### src/rtl/multicycle_control_fsm.sv
// multicycle_control_fsm
// Moore-style main control unit for the multi-cycle 32-bit MIPS datapath.
// It walks each instruction through fetch, decode, execute, memory and
// writeback states, and drives every datapath enable and mux select.
//
// Ports:
//   clk       system clock, all state changes on the rising edge
//   reset     synchronous, active-high; forces all outputs low while high
//   Opcode    IR[31:26] of the instruction held in the IR
//   Zero      ALU zero flag, used in the branch-completion cycle
//   PCEn      PC load enable (unconditional write or taken branch)
//   PCSource  PC source mux: 00 PC+4, 01 branch target, 10 jump address
//   IorD      memory address select (0 = PC, 1 = ALUOut)
//   MemRead   memory read strobe
//   MemWrite  memory write strobe
//   IRWrite   instruction register load
//   MemtoReg  register write data from MDR
//   RegDst    destination register (1 = rd, 0 = rt)
//   RegWrite  register file write
//   ALUSrcA   ALU A select (0 = PC, 1 = rs)
//   ALUSrcB   ALU B select (00 rt, 01 const 4, 10 imm, 11 imm << 2)
//   ALUOp     00 add, 01 subtract, 10 funct-decoded
//   Illegal   one-cycle pulse in DECODE for an unsupported opcode
//   State     current state encoding, for debug
module multicycle_control_fsm #(
  parameter int STATE_WIDTH = 4
) (
  input  logic                   clk,
  input  logic                   reset,
  input  logic [5:0]             Opcode,
  input  logic                   Zero,
  output logic                   PCEn,
  output logic [1:0]             PCSource,
  output logic                   IorD,
  output logic                   MemRead,
  output logic                   MemWrite,
  output logic                   IRWrite,
  output logic                   MemtoReg,
  output logic                   RegDst,
  output logic                   RegWrite,
  output logic                   ALUSrcA,
  output logic [1:0]             ALUSrcB,
  output logic [1:0]             ALUOp,
  output logic                   Illegal,
  output logic [STATE_WIDTH-1:0] State
);

  localparam logic [5:0] OP_R    = 6'b000000;
  localparam logic [5:0] OP_LW   = 6'b100011;
  localparam logic [5:0] OP_SW   = 6'b101011;
  localparam logic [5:0] OP_BEQ  = 6'b000100;
  localparam logic [5:0] OP_BNE  = 6'b000101;
  localparam logic [5:0] OP_J    = 6'b000010;
  localparam logic [5:0] OP_ADDI = 6'b001000;

  typedef enum logic [STATE_WIDTH-1:0] {
    FETCH    = STATE_WIDTH'(0),
    DECODE   = STATE_WIDTH'(1),
    MEMADDR  = STATE_WIDTH'(2),
    MEMREAD  = STATE_WIDTH'(3),
    MEMWB    = STATE_WIDTH'(4),
    MEMWRITE = STATE_WIDTH'(5),
    EXEC     = STATE_WIDTH'(6),
    RWB      = STATE_WIDTH'(7),
    BRANCH   = STATE_WIDTH'(8),
    JUMP     = STATE_WIDTH'(9),
    ADDIEXEC = STATE_WIDTH'(10),
    ADDIWB   = STATE_WIDTH'(11)
  } state_t;

  state_t state_q;
  state_t state_d;
  logic   pcwrite;
  logic   pcwritecond;
  logic   branch_cond;

  // State register; reset aborts whatever instruction is in flight.
  always_ff @(posedge clk) begin
    if (reset) begin
      state_q <= FETCH;
    end else begin
      state_q <= state_d;
    end
  end

  // Next-state and state-decoded outputs. Everything is held low while
  // reset is high so no strobe can fire in the reset cycle.
  always_comb begin
    state_d     = FETCH;
    pcwrite     = 1'b0;
    pcwritecond = 1'b0;
    PCSource    = 2'b00;
    IorD        = 1'b0;
    MemRead     = 1'b0;
    MemWrite    = 1'b0;
    IRWrite     = 1'b0;
    MemtoReg    = 1'b0;
    RegDst      = 1'b0;
    RegWrite    = 1'b0;
    ALUSrcA     = 1'b0;
    ALUSrcB     = 2'b00;
    ALUOp       = 2'b00;
    Illegal     = 1'b0;
    if (!reset) begin
      case (state_q)
        FETCH: begin
          MemRead = 1'b1;
          IRWrite = 1'b1;
          pcwrite = 1'b1;
          ALUSrcB = 2'b01;
          state_d = DECODE;
        end
        DECODE: begin
          ALUSrcB = 2'b11;
          case (Opcode)
            OP_LW, OP_SW:     state_d = MEMADDR;
            OP_R:             state_d = EXEC;
            OP_BEQ, OP_BNE:   state_d = BRANCH;
            OP_J:             state_d = JUMP;
            OP_ADDI:          state_d = ADDIEXEC;
            default: begin
              state_d = FETCH;
              Illegal = 1'b1;
            end
          endcase
        end
        MEMADDR: begin
          ALUSrcA = 1'b1;
          ALUSrcB = 2'b10;
          state_d = (Opcode == OP_LW) ? MEMREAD : MEMWRITE;
        end
        MEMREAD: begin
          MemRead = 1'b1;
          IorD    = 1'b1;
          state_d = MEMWB;
        end
        MEMWB: begin
          RegWrite = 1'b1;
          MemtoReg = 1'b1;
        end
        MEMWRITE: begin
          MemWrite = 1'b1;
          IorD     = 1'b1;
        end
        EXEC: begin
          ALUSrcA = 1'b1;
          ALUOp   = 2'b10;
          state_d = RWB;
        end
        RWB: begin
          RegWrite = 1'b1;
          RegDst   = 1'b1;
        end
        BRANCH: begin
          ALUSrcA     = 1'b1;
          ALUOp       = 2'b01;
          pcwritecond = 1'b1;
          PCSource    = 2'b01;
        end
        JUMP: begin
          pcwrite  = 1'b1;
          PCSource = 2'b10;
        end
        ADDIEXEC: begin
          ALUSrcA = 1'b1;
          ALUSrcB = 2'b10;
          state_d = ADDIWB;
        end
        ADDIWB: begin
          RegWrite = 1'b1;
        end
        default: state_d = FETCH;
      endcase
    end
  end

  // BNE takes the branch on a non-zero difference, BEQ on zero.
  assign branch_cond = (Opcode == OP_BNE) ? ~Zero : Zero;
  assign PCEn        = pcwrite | (pcwritecond & branch_cond);
  assign State       = reset ? '0 : state_q;

endmodule
### config.mk
export PLATFORM = sky130hd
export DESIGN_NAME = multicycle_control_fsm
export DESIGN_NICKNAME = d
export VERILOG_FILES = /design/src/rtl/multicycle_control_fsm.sv
export SDC_FILE = /design/constraint.sdc
export NUM_CORES = 1
export LEC_CHECK = 0
export CAP_MARGIN = 10
export CORE_ASPECT_RATIO = 0.75
export CORE_MARGIN = 4
export CORE_UTILIZATION = 31
export DETAILED_ROUTE_END_ITERATION = 8
export HOLD_SLACK_MARGIN = 0.15
export PLACE_DENSITY = 0.68
export SYNTH_ARGS = -nofsm -noshare
export SYNTH_HDL_FRONTEND = slang
export SYNTH_SLANG_ARGS = --single-unit
### constraint.sdc
create_clock -name clk -period 1.9 [get_ports clk]
set_input_delay 0.285 -clock clk [delete_from_list [all_inputs] [get_ports clk]]
set_output_delay 0.285 -clock clk [all_outputs]
set_load 0.02 [all_outputs]
Yosys cells after proc, flatten, opt, wreduce, memory -nomap -nowiden:

Index checks and enable logic that the tools add are counted.

* muxes and demuxes: 34
* reduce and logical (&&, ||, !) cells: 11
* bitwise gates (word level): 3
* equality and inequality tests: 17

Operators with widths (count)
* $mux 1: 24
* $pmux 4 s6: 1
* $pmux 4 s5: 1
* $eq 4x3->1 const B: 4
* $eq 4x4->1 const B: 4
* $eq 6x3->1 const B: 2
* $eq 6x6->1 const B: 2
* $reduce_or 2->1: 6
* $eq 4x2->1 const B: 2
* $pmux 2 s2: 2
* $reduce_or 7->1: 1
* $eq 6x2->1 const B: 1
* $eq 6x4->1 const B: 1
* $logic_not 6->1: 1
* $mux 2: 3
* $pmux 2 s3: 1
* $eq 4x1->1 const B: 1
* $logic_not 4->1: 1
* $mux 4: 1
* $reduce_or 4->1: 1
* $mux 3: 1
* $reduce_or 3->1: 1
* $and 1x1->1: 1
* $not 1->1: 1
* $or 1x1->1: 1

* flip-flop bits (word level): 4
* logic and storage cells: 66
* output and inout bits: 20

Logic depth before layout (Yosys ltp):

* word-level depth: 5
* mapped depth: 5
* mapped depth without buffers: 4

Worst setup path after synthesis:

Ideal clock, no wire load.

* path kind: reg2out
* start point: register state_q[2]
* end point: output port Illegal
* required time: 1615 ps
* cell stages (with the launch flop): 6
* arrival: 1664 ps
* buffers on the path: 1
* setup slack: -49 ps
* cell sequence: dfxtp_1 -> buf_2 -> or2_0 -> nor2_1 -> nand3_1 -> nor3_1

* word-level cells in the longest chain between the ends: 3

RTL lines
* start, declared: line 71 `state_t state_q;`
* start signal, assigned: line 82 `state_q <= state_d;`
* $eq 4x1->1: line 105 `case (state_q)`
* $mux 1: line 105
* $mux 1: line 104 `if (!reset) begin`
* end, declared: line 44 `output logic Illegal,`

Every way passes these cells.

Worst setup path in the final report:

* start point: input port reset
* end point: output port MemtoReg

* word-level cells in the longest chain between the ends: 1

RTL lines
* start, declared: line 29 `input logic reset,`
* $mux 1: line 104
* end, declared: line 38 `output logic MemtoReg,`

Every way passes these cells.

==> results_dict.tcl <==
set metrics [dict create \
    fin_setup_tns_ns 0 \
    startpoint "reset" \
    hold_class "reg2reg" \
    hold_end "state_q[0]$_SDFF_PP0_" \
    post-route-period-util_pct 97.1 \
    synthFlopType "dfxtp_1" \
    postRouteWirelength_um 2250 \
    worstSkewPairLatency_ns 0.24 \
    overflow 0 \
    cp.required_ns 1.62 \
    clkSlewWorstSetupHoldPaths_ns 0.04 \
    slowest_delay_ns 0.45 \
    max_freq_mhz 542 \
    dr.first_iter.drc_count 20 \
    critPathArrivalTime_ns 1.56 \
    yosys_warnings 0 \
    antenna_cells 0 \
    dp.cells 157 \
    cts_tree "built" \
    regMostFlops "state_q" \
    die_h_um 44.7 \
    wl_per_cell_um 13.8 \
    crit_path_start_kind "input port" \
    ir_worst_vdd_v 0.000267 \
    cp-end-kind "primary output" \
    fillers 156 \
    ctsRootBufferMaster "clkbuf_4" \
    status "finished clean" \
    numCtsBuffers 3 \
    top_regs "state_q x4" \
    finClkSkew_ns 0.00480 \
    netlist_area_um2 558 \
    firstDrtPassIters 6 \
    drive_gt1_share_pct 38.7 \
    synth_nets 96 \
    ant_nets 0 \
    largest_reg_flops 4 \
    grt_use_total_pct 18.2 \
    critPathKind "in2out" \
    holdPathStages 3 \
    grt_max_degree 10 \
    area_delta_synth_final_pct 94.2 \
    instances_no_fill 163 \
    netlist_instances 87 \
    max_slew_margin_pct 78.6 \
    core_mm2 0.00159 \
    max-clock-path-buffers 2 \
    p_leak_nw 0.550 \
    die_w_um 57.0 \
    crit_fanout 3 \
    rrSetupSlack_ns 0.38 \
    vias_per_cell 5.33 \
    drv_cap 0 \
    slew_viol_final 0 \
    vias 869 \
    drc 0 \
    yosysUniqueCellTypes 36 \
    cp_cell_sequence "clkdlybuf4s50_1, or2_2, buf_4, nor3_1, buf_2" \
    io_pins 29 \
    synth_seq_area_share_pct 14.3 \
    tightest_slew_ns 0.321 \
    r2r_start "state_q[2]$_SDFF_PP0_" \
    fp-row-count 12 \
    grt_setup_unrepaired "no" \
    dp_hpwl_um 1680 \
    num-nets-final 153 \
    synth_seq_cells 4 \
    die_area_mm2 0.00255 \
    grt_pass1_wl_um 3590 \
    synth.avg_cell_area_um2 6.41 \
    cts.sinks 4 \
    cts-htree-levels 1 \
    place_congestion 0.873 \
    synth_edf_count 0 \
    p_total_uw 355 \
    start_util_pct 35.1 \
    antenna_found_initial 0 \
    power.density_mw_per_mm2 327 \
    grt_pass1_vias 812 \
    reg2regPathDepth 4 \
    worstHoldStart "state_q[0]$_SDFF_PP0_" \
    finalHoldViolations 0 \
    setup_viol 0 \
    port_buffers 28 \
    r2r_end "state_q[0]$_SDFF_PP0_" \
    slowest_stage "clkdlybuf4s50_1" \
    period_needed_ns 1.84 \
    ys_async_sr_fraction_pct 0 \
]
-- final cells by class --
cell class              count  area, um2  share of cell area [%]
clock buffers               3       22.5                    2.08
inverters                   3       11.3                    1.04
multi-input cells          73        470                    43.4
flip-flops and latches      4       80.1                    7.39
well taps                  21       26.3                    2.42
repair buffers             59        473                    43.6
-- worst max-delay path: cells and delay by family --
kind / cells / cell delay (ns)
buffers and inverters: 3 / 0.79
AND/OR/NAND/NOR: 2 / 0.48
-- stage by stage --
stage	util, %	area (um2)	hold WS, ns	worst slack, ns
2_1_floorplan	-	563	0.561	0.102
3_3_place_gp	65.7	1050	0.653	-0.384
3_5_place_dp	65.7	1050	0.659	-0.443
4_1_cts	67.2	1070	0.670	0.0107
5_1_grt	68.1	1080	0.743	0.00165
6_report	68.1	1080	0.684	0.0557
-- timing repair --
item	in CTS	in global routing
buffers inserted	3	0
gates resized for setup	52	15
hold endpoints to repair	0	0
setup endpoints to repair	20	7
hold buffers	0	0
-- cell usage after synthesis, types with 2 or more instances --
master    number  area [um2]
clkbuf_1       3        11.3
nand3_1        5        25.0
inv_1          2        7.51
nor3_1         8        40.0
nand2b_1       2        12.5
xor2_1         3        26.3
nor2_1        14        52.6
buf_2          3        15.0
o21ai_0        3        15.0
nand3b_1       2        15.0
nor4_1         3        18.8
nand2_1        2        7.51
and3_1         3        18.8
a21oi_1        6        30.0
or2_2          2        12.5
nor2b_1        3        18.8
dfxtp_1        4        80.1
-- placed cells by master, fill, tap and decap left out, types with 2 or more instances in the layout --
master,instances
a21oi_1,6
and3_1,3
buf_2,7
buf_4,30
clkbuf_2,3
clkbuf_4,3
clkdlybuf4s50_1,5
dfxtp_1,4
dlygate4sd2_1,9
dlymetal6s2s_1,3
inv_1,2
nand2_1,2
nand2b_1,2
nand3_1,5
nand3b_1,2
nor2_1,10
nor2_2,4
nor2b_1,2
nor3_1,7
nor4_1,3
o21ai_0,3
or2_2,2
xor2_1,3
-- layer usage --
layer / track usage (%) / up-vias / part of all wire (%)
li1: - / 427 / -
met1: 22.2 / 396 / 47
met2: 31.7 / 42 / 45
met3: 4.57 / 4 / 6.8
met4: 6.02 / 0 / 1.4
met5: 0 / - / 0
-- logic make-up after synthesis --
logic type               Yosys count  synth area share (%)
AND/OR/NAND/NOR                   53                  52.2
flip-flops                         4                  14.4
XOR/XNOR                           4                  6.28
buffers and inverters             10                  8.07
AO/OA/AOI/OAI                     15                  17.3
adder cells (fa/ha/maj)            1                  1.79
-- where the power goes --
part           leakage, nW  switching, mW  internal (mW)
registers           0.0326        0.00134         0.0868
logic                0.504         0.0813         0.0788
clock network       0.0138         0.0359         0.0707
total                0.550          0.119          0.236
-- how the worst max path moves through the flow --
stage	depth (start not counted)	slack, ns	to
floorplan	5	0.10	Illegal
global route	6	0.002	Illegal
global placement	6	-0.38	PCEn
detailed placement	6	-0.44	Illegal
finish	5	0.06	MemtoReg
CTS	5	0.01	ALUSrcB[0]
Note: power is estimated with default switching activity, not from simulation.
